--- config.mk ---
export PLATFORM = sky130hd
export DESIGN_NAME = fp_accum_bank_flat
export DESIGN_NICKNAME = d
export VERILOG_FILES = /design/src/rtl/fp_accum_bank_if.sv /design/src/rtl/fp_accum_bank.sv /design/src/flat_wrapper.sv
export SDC_FILE = /design/constraint.sdc
export NUM_CORES = 1
export LEC_CHECK = 0
export CAP_MARGIN = 20
export CORE_ASPECT_RATIO = 0.8
export CORE_MARGIN = 8
export CORE_UTILIZATION = 40
export DETAILED_ROUTE_END_ITERATION = 10
export GPL_TIMING_DRIVEN = 0
export SYNTH_ARGS = -nofsm -noshare
export SYNTH_HDL_FRONTEND = slang
export SYNTH_SLANG_ARGS = --single-unit
--- constraint.sdc ---
create_clock -name clk -period 15.84 [get_ports clk]
set_input_delay 3.168 -clock clk [delete_from_list [all_inputs] [get_ports clk]]
set_output_delay 3.168 -clock clk [all_outputs]
set_load 0.03 [all_outputs]
--- src/rtl/fp_accum_bank_if.sv ---
// rtl/fp_accum_bank_if.sv - operand/result handshake bundle for the FP accumulator bank
interface fp_accum_bank_if #(
    parameter int W  = 18,
    parameter int CW = 2
);
    logic          in_valid;
    logic          in_ready;
    logic [CW-1:0] in_chan;
    logic [W-1:0]  in_data;
    logic          in_last;
    logic          out_valid;
    logic          out_ready;
    logic [CW-1:0] out_chan;
    logic [W-1:0]  out_data;

    modport master (
        output in_valid, in_chan, in_data, in_last, out_ready,
        input  in_ready, out_valid, out_chan, out_data
    );

    modport slave (
        input  in_valid, in_chan, in_data, in_last, out_ready,
        output in_ready, out_valid, out_chan, out_data
    );
endinterface

--- src/rtl/fp_accum_bank.sv ---
// rtl/fp_accum_bank.sv - multi-channel FloPoCo floating-point accumulator with pipelined adder
module fp_accum_bank #(
    parameter int BITWIDTH = 16,
    parameter int CHANNELS = 4,
    parameter int ADD_LAT  = 2
) (
    input  logic           clk,
    input  logic           rst,
    input  logic           clear,
    fp_accum_bank_if.slave bus
);
    // FloPoCo word: {exc[1:0], sign, exponent[EW-1:0], fraction[FW-1:0]}
    // exc: 00 zero, 01 normal, 10 infinity, 11 NaN. No subnormals.
    localparam int W  = BITWIDTH + 2;
    localparam int CW = (CHANNELS > 1) ? $clog2(CHANNELS) : 1;
    localparam int EW = (BITWIDTH <= 16) ? 5 : (BITWIDTH <= 32) ? 8 : 11;
    localparam int FW = BITWIDTH - 1 - EW;
    localparam int M  = FW + 4;   // hidden bit, fraction, guard, round, sticky
    localparam int L  = ADD_LAT;

    // Combinational FPADD_WRAPPER: round-to-nearest-even, flush underflow to zero
    function automatic logic [W-1:0] fp_add(input logic [W-1:0] a, input logic [W-1:0] b);
        logic [1:0]    xa, xb;
        logic          swap, sr, st, rnd;
        logic [W-1:0]  big, sml, r;
        logic [EW-1:0] ea, eb, d;
        logic [M-1:0]  ma, mb, mask, n;
        logic [M:0]    s;
        logic [FW:0]   fr;
        int            lz, e;
        xa = a[W-1:W-2];
        xb = b[W-1:W-2];
        r  = '0;
        if (xa == 2'b11 || xb == 2'b11 ||
            (xa == 2'b10 && xb == 2'b10 && a[BITWIDTH-1] != b[BITWIDTH-1])) begin
            r = {2'b11, {BITWIDTH{1'b0}}};
        end else if (xa == 2'b10) begin
            r = {2'b10, a[BITWIDTH-1], {(BITWIDTH-1){1'b0}}};
        end else if (xb == 2'b10) begin
            r = {2'b10, b[BITWIDTH-1], {(BITWIDTH-1){1'b0}}};
        end else if (xa == 2'b00) begin
            r = b;
        end else if (xb == 2'b00) begin
            r = a;
        end else begin
            // Order by magnitude so the subtraction never borrows
            swap = (b[BITWIDTH-2:0] > a[BITWIDTH-2:0]);
            big  = swap ? b : a;
            sml  = swap ? a : b;
            sr   = big[BITWIDTH-1];
            ea   = big[BITWIDTH-2:FW];
            eb   = sml[BITWIDTH-2:FW];
            ma   = {1'b1, big[FW-1:0], 3'b000};
            mb   = {1'b1, sml[FW-1:0], 3'b000};
            d    = ea - eb;
            if (int'(d) >= M) begin
                st = 1'b1;
                mb = '0;
            end else begin
                mask = ~({M{1'b1}} << d);
                st   = |(mb & mask);
                mb   = mb >> d;
            end
            mb[0] = mb[0] | st;
            if (big[BITWIDTH-1] == sml[BITWIDTH-1])
                s = {1'b0, ma} + {1'b0, mb};
            else
                s = {1'b0, ma} - {1'b0, mb};
            e = int'(ea);
            if (s != '0) begin
                if (s[M]) begin
                    n    = s[M:1];
                    n[0] = n[0] | s[0];
                    e    = e + 1;
                end else begin
                    lz = 0;
                    for (int i = 0; i < M; i++)
                        if (s[i]) lz = M - 1 - i;
                    n = s[M-1:0] << lz;
                    e = e - lz;
                end
                rnd = n[2] & (n[1] | n[0] | n[3]);
                fr  = {1'b0, n[M-2:3]} + {{FW{1'b0}}, rnd};
                if (fr[FW]) e = e + 1;
                if (e > (1 << EW) - 1)
                    r = {2'b10, sr, {(BITWIDTH-1){1'b0}}};
                else if (e < 0)
                    r = '0;
                else
                    r = {2'b01, sr, e[EW-1:0], fr[FW-1:0]};
            end
        end
        return r;
    endfunction

    logic [W-1:0]  sum    [CHANNELS];
    logic          p_vld  [L];
    logic [CW-1:0] p_chan [L];
    logic          p_last [L];
    logic [W-1:0]  p_data [L];
    logic          rdy_en;
    logic [W-1:0]  cur_sum, add_res;
    logic          chan_ok, hazard, last_inflight, out_block, stall, accept, wb;

    // Read the addressed channel sum; out-of-range channels read as zero
    always_comb begin
        cur_sum = '0;
        for (int c = 0; c < CHANNELS; c++)
            if (bus.in_chan == CW'(c)) cur_sum = sum[c];
    end

    // Scan in-flight stages for same-channel RAW hazards and pending lasts
    always_comb begin
        hazard        = 1'b0;
        last_inflight = 1'b0;
        for (int k = 0; k < L; k++) begin
            if (p_vld[k] && p_chan[k] == bus.in_chan) hazard = 1'b1;
            if (p_vld[k] && p_last[k]) last_inflight = 1'b1;
        end
    end

    assign chan_ok   = int'(bus.in_chan) < CHANNELS;
    assign add_res   = fp_add(cur_sum, bus.in_data);
    assign out_block = bus.out_valid && !bus.out_ready && last_inflight;
    // A last can be issued while the output register is still occupied; if it
    // reaches writeback before the consumer reads, the whole pipeline freezes
    // rather than drop either result. New issue is already blocked by out_block.
    assign stall     = p_vld[L-1] && p_last[L-1] && bus.out_valid && !bus.out_ready;
    assign wb        = p_vld[L-1] && !stall;
    assign bus.in_ready = rdy_en && !clear && !hazard && !out_block;
    assign accept    = bus.in_valid && bus.in_ready;

    // Ready enable: held low during reset, opens on the first edge after release
    always_ff @(posedge clk or posedge rst) begin
        if (rst) rdy_en <= 1'b0;
        else     rdy_en <= 1'b1;
    end

    // Adder result pipeline carrying valid/channel/last alongside the sum
    always_ff @(posedge clk or posedge rst) begin
        if (rst) begin
            for (int k = 0; k < L; k++) begin
                p_vld[k]  <= 1'b0;
                p_chan[k] <= '0;
                p_last[k] <= 1'b0;
                p_data[k] <= '0;
            end
        end else if (clear) begin
            for (int k = 0; k < L; k++) p_vld[k] <= 1'b0;
        end else if (!stall) begin
            p_vld[0]  <= accept && chan_ok;
            p_chan[0] <= bus.in_chan;
            p_last[0] <= bus.in_last;
            p_data[0] <= add_res;
            for (int k = 1; k < L; k++) begin
                p_vld[k]  <= p_vld[k-1];
                p_chan[k] <= p_chan[k-1];
                p_last[k] <= p_last[k-1];
                p_data[k] <= p_data[k-1];
            end
        end
    end

    // Channel sums: writeback of partial result, or zero after a final term
    always_ff @(posedge clk or posedge rst) begin
        if (rst) begin
            for (int c = 0; c < CHANNELS; c++) sum[c] <= '0;
        end else if (clear) begin
            for (int c = 0; c < CHANNELS; c++) sum[c] <= '0;
        end else if (wb) begin
            for (int c = 0; c < CHANNELS; c++)
                if (p_chan[L-1] == CW'(c)) sum[c] <= p_last[L-1] ? '0 : p_data[L-1];
        end
    end

    // Output register: loads finished sums, frees when the consumer reads
    always_ff @(posedge clk or posedge rst) begin
        if (rst) begin
            bus.out_valid <= 1'b0;
            bus.out_chan  <= '0;
            bus.out_data  <= '0;
        end else if (clear) begin
            bus.out_valid <= 1'b0;
        end else if (wb && p_last[L-1]) begin
            bus.out_valid <= 1'b1;
            bus.out_chan  <= p_chan[L-1];
            bus.out_data  <= p_data[L-1];
        end else if (bus.out_ready) begin
            bus.out_valid <= 1'b0;
        end
    end
endmodule

--- src/flat_wrapper.sv ---
// flat-port wrapper written by rule: the top's interface ports become plain ports
module fp_accum_bank_flat 
#(
    parameter int BITWIDTH = 16,
    parameter int CHANNELS = 4,
    parameter int ADD_LAT  = 2
)
  (clk, rst, clear, bus_in_valid, bus_in_chan, bus_in_data, bus_in_last, bus_out_ready, bus_in_ready, bus_out_valid, bus_out_chan, bus_out_data);
  fp_accum_bank_if #(.W(18), .CW(2)) bus_i ();
  input  logic clk;
  input  logic rst;
  input  logic clear;
  input wire logic [$bits(bus_i.in_valid)-1:0] bus_in_valid;
  input wire logic [$bits(bus_i.in_chan)-1:0] bus_in_chan;
  input wire logic [$bits(bus_i.in_data)-1:0] bus_in_data;
  input wire logic [$bits(bus_i.in_last)-1:0] bus_in_last;
  input wire logic [$bits(bus_i.out_ready)-1:0] bus_out_ready;
  output wire logic [$bits(bus_i.in_ready)-1:0] bus_in_ready;
  output wire logic [$bits(bus_i.out_valid)-1:0] bus_out_valid;
  output wire logic [$bits(bus_i.out_chan)-1:0] bus_out_chan;
  output wire logic [$bits(bus_i.out_data)-1:0] bus_out_data;
  assign bus_i.in_valid = bus_in_valid;
  assign bus_i.in_chan = bus_in_chan;
  assign bus_i.in_data = bus_in_data;
  assign bus_i.in_last = bus_in_last;
  assign bus_i.out_ready = bus_out_ready;
  assign bus_in_ready = bus_i.in_ready;
  assign bus_out_valid = bus_i.out_valid;
  assign bus_out_chan = bus_i.out_chan;
  assign bus_out_data = bus_i.out_data;
  fp_accum_bank #(.BITWIDTH(BITWIDTH), .CHANNELS(CHANNELS), .ADD_LAT(ADD_LAT)) u_core (.clk(clk), .rst(rst), .clear(clear), .bus(bus_i));
endmodule
After elaboration in Yosys (flattened, before gate mapping)
Cells that the tools add are included.
- equal/unequal tests: 15
- bitwise operators: 9
- reductions and logical operators: 41
- magnitude comparators: 4
- add/sub/neg operators: 7
- shift operators: 3
- mux-type cells: 90
- operator list (cell ; count):
    32-bit two-way mux ; 21
    18-bit two-way mux ; 16
    72-bit two-way mux ; 2
    13-bit two-way mux ; 7
    15-bit two-way mux ; 6
    14-bit two-way mux ; 6
    4-bit two-way mux ; 14
    32-bit by 2-bit adder with 32-bit output (second input constant) ; 1
    32-bit by 6-bit > comparator with 1-bit output (second input constant) ; 1
    32-bit by 1-bit less-than comparator with 1-bit output (second input constant) ; 1
    16-bit two-way mux ; 2
    14-bit by 32-bit << shifter with 13-bit output ; 1
    6-bit by 32-bit subtractor with 32-bit output ; 1
    17-bit two-way mux ; 1
    2-bit == test (second input constant) ; 8
    1-bit logical AND ; 16
    14-bit by 14-bit adder with 15-bit output ; 1
    15-bit > comparator ; 1
    15-bit nonzero test ; 1
    14-bit by 14-bit subtractor with 15-bit output ; 1
    14-bit AND ; 1
    14-bit NOT ; 1
    14-bit OR reduction ; 1
    14-bit by 5-bit << shifter with 14-bit output (first input constant) ; 1
    21 further kinds ; 57
- input bits: 26
- output and inout port bits: 22
- flip-flop bits (word level): 138

Longest topological paths before layout
- word-level depth: 75
- mapped depth: 59
- depth with buffers taken out: 49

Worst setup path after synthesis
OpenSTA, ideal clock, no wires.
- kind: input port to flip-flop
- start point: input bus_in_chan[1]
- end point: register u_core.p_data[25] (netlist name)
- data required time: 15.748 ns
- stages: 55
- arrival time: 14.476 ns
- setup slack: 1.272 ns
- buffers on the path: 11
- path through: buf_2 buf_2 mux4_2 inv_1 ha_1 buf_4 nand4_4 o21bai_1 nor3_1 a21oi_2 clkbuf_1 clkbuf_1 clkbuf_1 mux2_2 ha_1 clkbuf_1 clkbuf_1 nand2_1 (+19 left out) nand4_4 nor2_2 inv_1 ha_1 nor2b_1 o21ai_0 nand2b_1 inv_1 ha_1 o21ai_0 inv_1 or4_1 o21ai_0 nand3_1 mux2_1 or3_4 buf_6 o31ai_2
- cells in the longest elaborated chain, start to end: 75
- elaborated cells between the ends (all ways): 110
- classes of those cells: add/sub: 7; order compare: 4; eq/ne: 7; shift: 3; mux: 74; bitwise: 7; reduce/logical: 8
- RTL lines (what ; RTL line ; text):
    start: declaration ; flat_wrapper.sv:14 ; input wire logic [$bits(bus_i.in_chan)-1:0] bus_in_chan;
    2-bit logical NOT ; fp_accum_bank.sv:109 ; if (bus.in_chan == CW'(c)) cur_sum = sum[c];
    18-bit two-way mux (3 in series) ; fp_accum_bank.sv:109 ;
    18-bit two-way mux (*) ; fp_accum_bank.sv:109 ;
    parallel branches: the longest is 69 deep, another holds 15-bit > comparator ; -- ;
    18-bit two-way mux (*) ; fp_accum_bank.sv:34 ; if (xa == 2'b11 || xb == 2'b11 ||
    end signal: indexed assignment ; fp_accum_bank.sv:159 ; p_data[k] <= p_data[k-1];
    end: declaration ; fp_accum_bank.sv:100 ; logic [W-1:0] p_data [L];
Every way passes the cells marked *. The select of a mux whose other input is x is not followed.
A chain may end at the register's enable or synchronous reset.

Worst setup path after layout
- start point: input bus_in_chan[1]
- end point: register u_core.p_data[26] (netlist name)
Same word-level chain as after synthesis.

==> impl_metrics.env <==
export IMPL_grt_max_degree=78
export IMPL_grt_pass1_vias=10770
export IMPL_cts_tree="yes"
export IMPL_cts_root_buf="clkbuf_16"
export IMPL_antenna_found_initial=0
export IMPL_dp_hpwl_um=31230
export IMPL_wire_per_inst_um=21.52
export IMPL_yosysUniqueCellTypes=100
export IMPL_die_area_mm2=0.03457
export IMPL_max_freq_mhz=65.43
export IMPL_status="finished clean"
export IMPL_yosysSeqAreaShare_pct=29.93
export IMPL_viasPerCell=6.208
export IMPL_io_pins=48
export IMPL_cts_htree_levels=4
export IMPL_hold_depth=2
export IMPL_place_ws_ns=-2.233
export IMPL_drv_cap=0
export IMPL_relSlewSlack_pct=29.71
export IMPL_synth_area_leader_cell="dfrtp_1"
export IMPL_hold_path_class="flip-flop to flip-flop"
export IMPL_drcViolationCount=0
export IMPL_finClkSkew_ns=0.007946
export IMPL_pwr_share_seq_pct=29.5
export IMPL_synth_top_area_share_pct=29.93
export IMPL_period_share_pct=96.49
export IMPL_worstPathMaxFanout=10
export IMPL_wl_met1_um=19550
export IMPL_first_iter_violations=1502
export IMPL_top_layer_used="met5"
export IMPL_synth_common_cells="nor2_1 (234), nand2_1 (163), a21oi_1 (141)"
export IMPL_start_util_pct=40.70
export IMPL_ff2ff_setup_slack_ns=3.80
export IMPL_critPathSlowestCell="or4_1"
export IMPL_syn_area_mm2=0.01154
export IMPL_p_clk_share_pct=31.1
export IMPL_swShare_pct=38.70
export IMPL_hold_viol_final=0
export IMPL_ant_nets=0
export IMPL_worst_r2r_cell_count=52
export IMPL_wl_met2_um=16300
export IMPL_whs_ns=0.4692
export IMPL_grt_first_pass_wirelength_um=63270
export IMPL_place_congestion=0.9329
export IMPL_slowest_delay_ns=0.62
export IMPL_overflow=0
export IMPL_finalWirelength_um=40600
export IMPL_area_growth_pct=14.88
export IMPL_place_area_mm2=0.01248
export IMPL_setup_viol=0
export IMPL_cts_buffers=17
export IMPL_io_buffers=45
export IMPL_cts_hold_buffers=0
export IMPL_synth_area_top_cells="dfrtp_1 (30%), nor2_1 (7.6%), a21oi_1 (6.1%)"
export IMPL_peakVddDrop_mv=0.05740
export IMPL_met3_length_um=4194
export IMPL_synth_flop_cell="dfrtp_1"
export IMPL_insertion_delay_ns=0.42
export IMPL_layout_area_seq_mm2=0.003453
export IMPL_ys_warn_count=0
export IMPL_postSynth_asyncResetShare_pct=100.0
export IMPL_synth_edf_count=0
export IMPL_leakage_nw=5.521
export IMPL_crit_required_ns=16.16
export IMPL_multi_input_area_mm2=0.007579
export IMPL_die_w_um=205.9
export IMPL_n_fill_cell=2817
export IMPL_cp_end_kind="flip-flop"
export IMPL_p_comb_share_pct=39.4
export IMPL_p_per_area_mw_per_mm2=98.45
export IMPL_syn_nets=1508
export IMPL_p_sw_w=0.0005050
export IMPL_post_route_util_pct=46.75
export IMPL_syn_inst=1435
export IMPL_setup_worst_path_class="input pin to flip-flop"
export IMPL_rows=55
export IMPL_rr_startpoint="u_core.sum[49]"
export IMPL_num_vias=11720
export IMPL_intPower_w=0.0008000
export IMPL_slew_violations=0
export IMPL_nets=1578
export IMPL_drive_above_1_share_pct=11.73
export IMPL_grt_usage_pct=23.14
export IMPL_core_area_mm2=0.02835
export IMPL_post_place_cells=1851
export IMPL_setup_ws_ns=0.5562
export IMPL_tightest_slew_ns=1.045
export IMPL_synth_most_common_cell="nor2_1"
export IMPL_cp_arrival_ns=15.61
export IMPL_hold_start="u_core.p_data[28]"
export IMPL_clock_sinks=138
export IMPL_syn_avg_cell_area_um2=8.041
export IMPL_ctsLongestPathBuffers=2
export IMPL_hold_end="u_core.p_data[10]"
export IMPL_die_h_um=167.9
export IMPL_r2r_end="u_core.p_data[26]"
export IMPL_synth_seq_cells=138
export IMPL_start_kind="input pin"
export IMPL_layout_min_cycle_time_ns=15.28
export IMPL_dr_pass1_iters=7
export IMPL_clkSlewWorstSetupHoldPaths_ns=0.06
export IMPL_fin_cells=1887
export IMPL_final_area_mm2=0.01326
export IMPL_diodes=0
==> power groups by stage <==
stage	clock network, W	registers, W	logic [W]
5_1_grt	0.000424	0.000388	0.000550
4_1_cts	0.000407	0.000385	0.000494
6_report	0.000406	0.000385	0.000514
3_5_place_dp	0	0.000392	0.000486
2_1_floorplan	0	0.000397	0.000333
3_3_place_gp	0	0.000391	0.000484
==> how the worst max path moves through the flow <==
stage                              start  cells past startpoint                 to  slack, ns
final                     bus_in_chan[1]                     55  u_core.p_data[26]       0.56
after global routing      bus_in_chan[1]                     55  u_core.p_data[29]     -0.002
after CTS                 bus_in_chan[1]                     55  u_core.p_data[26]      0.004
after detailed placement  bus_in_chan[1]                     57  u_core.p_data[26]      -2.23
after global placement    bus_in_chan[1]                     57  u_core.p_data[26]      -2.04
after floorplan           bus_in_chan[1]                     55  u_core.p_data[25]       1.27
==> final cells by class <==
class	count	share of cell area, %
plain buffers	87	3.115
clock buffers	19	3.342
clock inverters	12	1.133
inverters	56	1.652
multi-input cells	1151	57.17
flip-flops and latches	138	26.05
well taps	370	3.493
repair buffers	54	4.040
==> through the flow <==
step / power, W / setup TNS [ns]
finish: 0.001305 / 0
global route: 0.001361 / -0.002402
CTS: 0.001286 / 0
detailed placement: 0.0008777 / -36.99
global placement: 0.0008756 / -33.88
floorplan: 0.0007298 / 0
==> logic make-up (layout without fill, tap and decap cells) <==
logic type               after synthesis  after routing  synth area share [%]
AO/OA/AOI/OAI                        418            418                 24.96
XOR/XNOR                              27             27                 2.049
adder cells (fa/ha/maj)               47             47                 5.227
buffers and inverters                146            228                 5.226
flip-flops                           138            138                 29.93
multiplexers                          85             85                 9.770
other                                  1              1               0.03250
AND/OR/NAND/NOR                      573            573                 22.80
==> flip-flops by register name (all words and copies together), names as in the netlist <==
name	count
u_core.p_chan	4
u_core.p_vld	2
u_core.bus.out_data	18
u_core.sum	72
u_core.p_data	36
u_core.rdy_en	1
u_core.p_last	2
u_core.bus.out_valid	1
u_core.bus.out_chan	2
==> repair_timing <==
action,CTS,global route
setup buffers,3,2
hold endpoints to repair,0,0
resized for setup,18,21
pin swaps,3,4
setup endpoints to repair,18,18
==> routing by layer <==
layer | track usage [%] | vias to the layer above
li1 | - | 5342
met1 | 36.32 | 5735
met2 | 31.61 | 592
met3 | 5.294 | 44
met4 | 3.883 | 2
met5 | 1.634 | -
==> worst max-delay path: cells and delay by family <==
kind,cells,cell delay [ns]
adder cells (fa/ha/maj),4,1.03
AND/OR/NAND/NOR,16,3.30
XOR/XNOR,1,0.13
multiplexers,4,1.89
buffers and inverters,14,3.00
AO/OA/AOI/OAI,16,3.03
==> cell usage in the layout (no fill, tap or decap), types with 8 or more instances in the layout <==
| master | instances |
|---|---|
| a211oi_1 | 15 |
| dfrtp_1 | 138 |
| a21oi_1 | 140 |
| clkbuf_16 | 17 |
| xnor2_1 | 20 |
| mux4_2 | 19 |
| and2_1 | 11 |
| ha_1 | 43 |
| nand3_1 | 32 |
| or3_1 | 10 |
| mux2_2 | 30 |
| nor2_1 | 234 |
| a31oi_1 | 10 |
| clkbuf_1 | 59 |
| inv_1 | 49 |
| o21a_1 | 10 |
| nand4_1 | 9 |
| o221ai_1 | 12 |
| nor3_1 | 32 |
| o211ai_1 | 9 |
| nand2b_1 | 29 |
| buf_4 | 16 |
| mux2i_1 | 35 |
| or2_2 | 8 |
| nand2_1 | 163 |
| o21ai_0 | 71 |
| o31ai_1 | 14 |
| clkdlybuf4s50_1 | 45 |
Power figures use the tool's default switching activity.
==> RTL edit, RTL diff (config.mk and constraints unchanged) <==
Make the reset (`rst`) synchronous in 4 clocked blocks.
--- a/src/rtl/fp_accum_bank.sv
+++ b/src/rtl/fp_accum_bank.sv
@@ -131,13 +131,13 @@
     assign accept    = bus.in_valid && bus.in_ready;
 
     // Ready enable: held low during reset, opens on the first edge after release
-    always_ff @(posedge clk or posedge rst) begin
+    always_ff @(posedge clk) begin
         if (rst) rdy_en <= 1'b0;
         else     rdy_en <= 1'b1;
     end
 
     // Adder result pipeline carrying valid/channel/last alongside the sum
-    always_ff @(posedge clk or posedge rst) begin
+    always_ff @(posedge clk) begin
         if (rst) begin
             for (int k = 0; k < L; k++) begin
                 p_vld[k]  <= 1'b0;
@@ -162,7 +162,7 @@
     end
 
     // Channel sums: writeback of partial result, or zero after a final term
-    always_ff @(posedge clk or posedge rst) begin
+    always_ff @(posedge clk) begin
         if (rst) begin
             for (int c = 0; c < CHANNELS; c++) sum[c] <= '0;
         end else if (clear) begin
@@ -174,7 +174,7 @@
     end
 
     // Output register: loads finished sums, frees when the consumer reads
-    always_ff @(posedge clk or posedge rst) begin
+    always_ff @(posedge clk) begin
         if (rst) begin
             bus.out_valid <= 1'b0;
             bus.out_chan  <= '0;
Function: not settled (the Yosys comparison gave no result); the edit may change what the design does.
==> RTL edit against the original RTL <==
Utilization about the same. First-iteration DRC count increased by 10%. Final area decreased by 0.27%. Routed wire length decreased by 1.1%. Sequential cell count unchanged. Area after synthesis decreased by 0.23%. Highest routed layer is now met4. Worst setup slack improved by 0.030 ns.
Power is not compared: it rests on default switching activity, and its combinational part moved more than twofold at a synthesized area within 25%.
==> RTL edit: results (changes against the original RTL) <==
* Status: finished, final reports clean
* FF-to-FF Start: u_core.sum[3][12]
* Signal buf overhead at 0.0654 (-0.00615)
* Top post-synthesis cells by count: nor2_1 (174), nand2_1 (140), a21oi_1 (102)
* # nets final at 1500 (-4.9%)
* Multi-input gate share of total cell area at 0.556 (-0.0161)
* Fillers at 2770 (-1.7%)
* EDFF count, synth at 98 (+98)
* Slew margin rel. at 0.333 (+0.0363)
* Clk_buf instances at 17 (-2)
* Layout cells sized above 1 at 0.103 (-0.0139)
* Seq_cells at 138 (unchanged)
* Worst Clk Skew at 0.0147 ns (+0.00679 ns)
* Final WL at 40.1 mm (-1.1%)
* Tightest hold margin at 0.456 ns (-0.0133 ns)
* I/O Buffers at 46 (+2.2%)
* Mux share of post-synthesis cell area at 0.0687 (-0.0290)
* CP max-delay cell: clkdlybuf4s50_1
* DR pass1 iterations at 6 (-1)
* Fin util at 0.467 (about the same)
* Delay-heaviest family, CP: compound AO/OA/AOI/OAI gates
* Crit share post-route at 0.963 (-0.00191)
* Clk cell area share at 0.0446 (-0.000161)
* R2r worst-path depth at 45 (-13%)
* DP Cell Count at 1773 (-4.2%)
* Worst setup path endpoint: u_core.p_data[0][7]
RTL edit: cell count changes in the layout (fill, tap and decap cells not counted), moves of 21 or more:
cell	delta
a31oi_1	+21
mux2_2	-24
dfrtp_1	-138
nor2_1	-60
nand2_1	-24
a21oi_1	-40
edfxtp_1	+98
dfxtp_1	+40
and3_1	+30
RTL edit: per-layer routing:
layer,GRT usage,routed length [um],share of wire,vias up
met3,0.0467,4600,0.11,48
met2,0.312,16400,0.41,647
met5,0,0,0,-
met1,0.354,18700,0.47,5451
met4,0.0326,406,0.010,0
li1,-,-,-,5249
RTL edit: what timing repair did:
| action | in CTS | in global routing |
|---|---|---|
| buffers inserted | 0 | 6 |
| resized for setup | 15 | 27 |
| pin swaps | 0 | 4 |
| setup endpoints to repair | 18 | 18 |
RTL edit: where the power goes:
part	switching [uW]	total, uW	internal, uW
Combinational	683	1040	356
Sequential	5.26	405	400
Clock	167	402	235
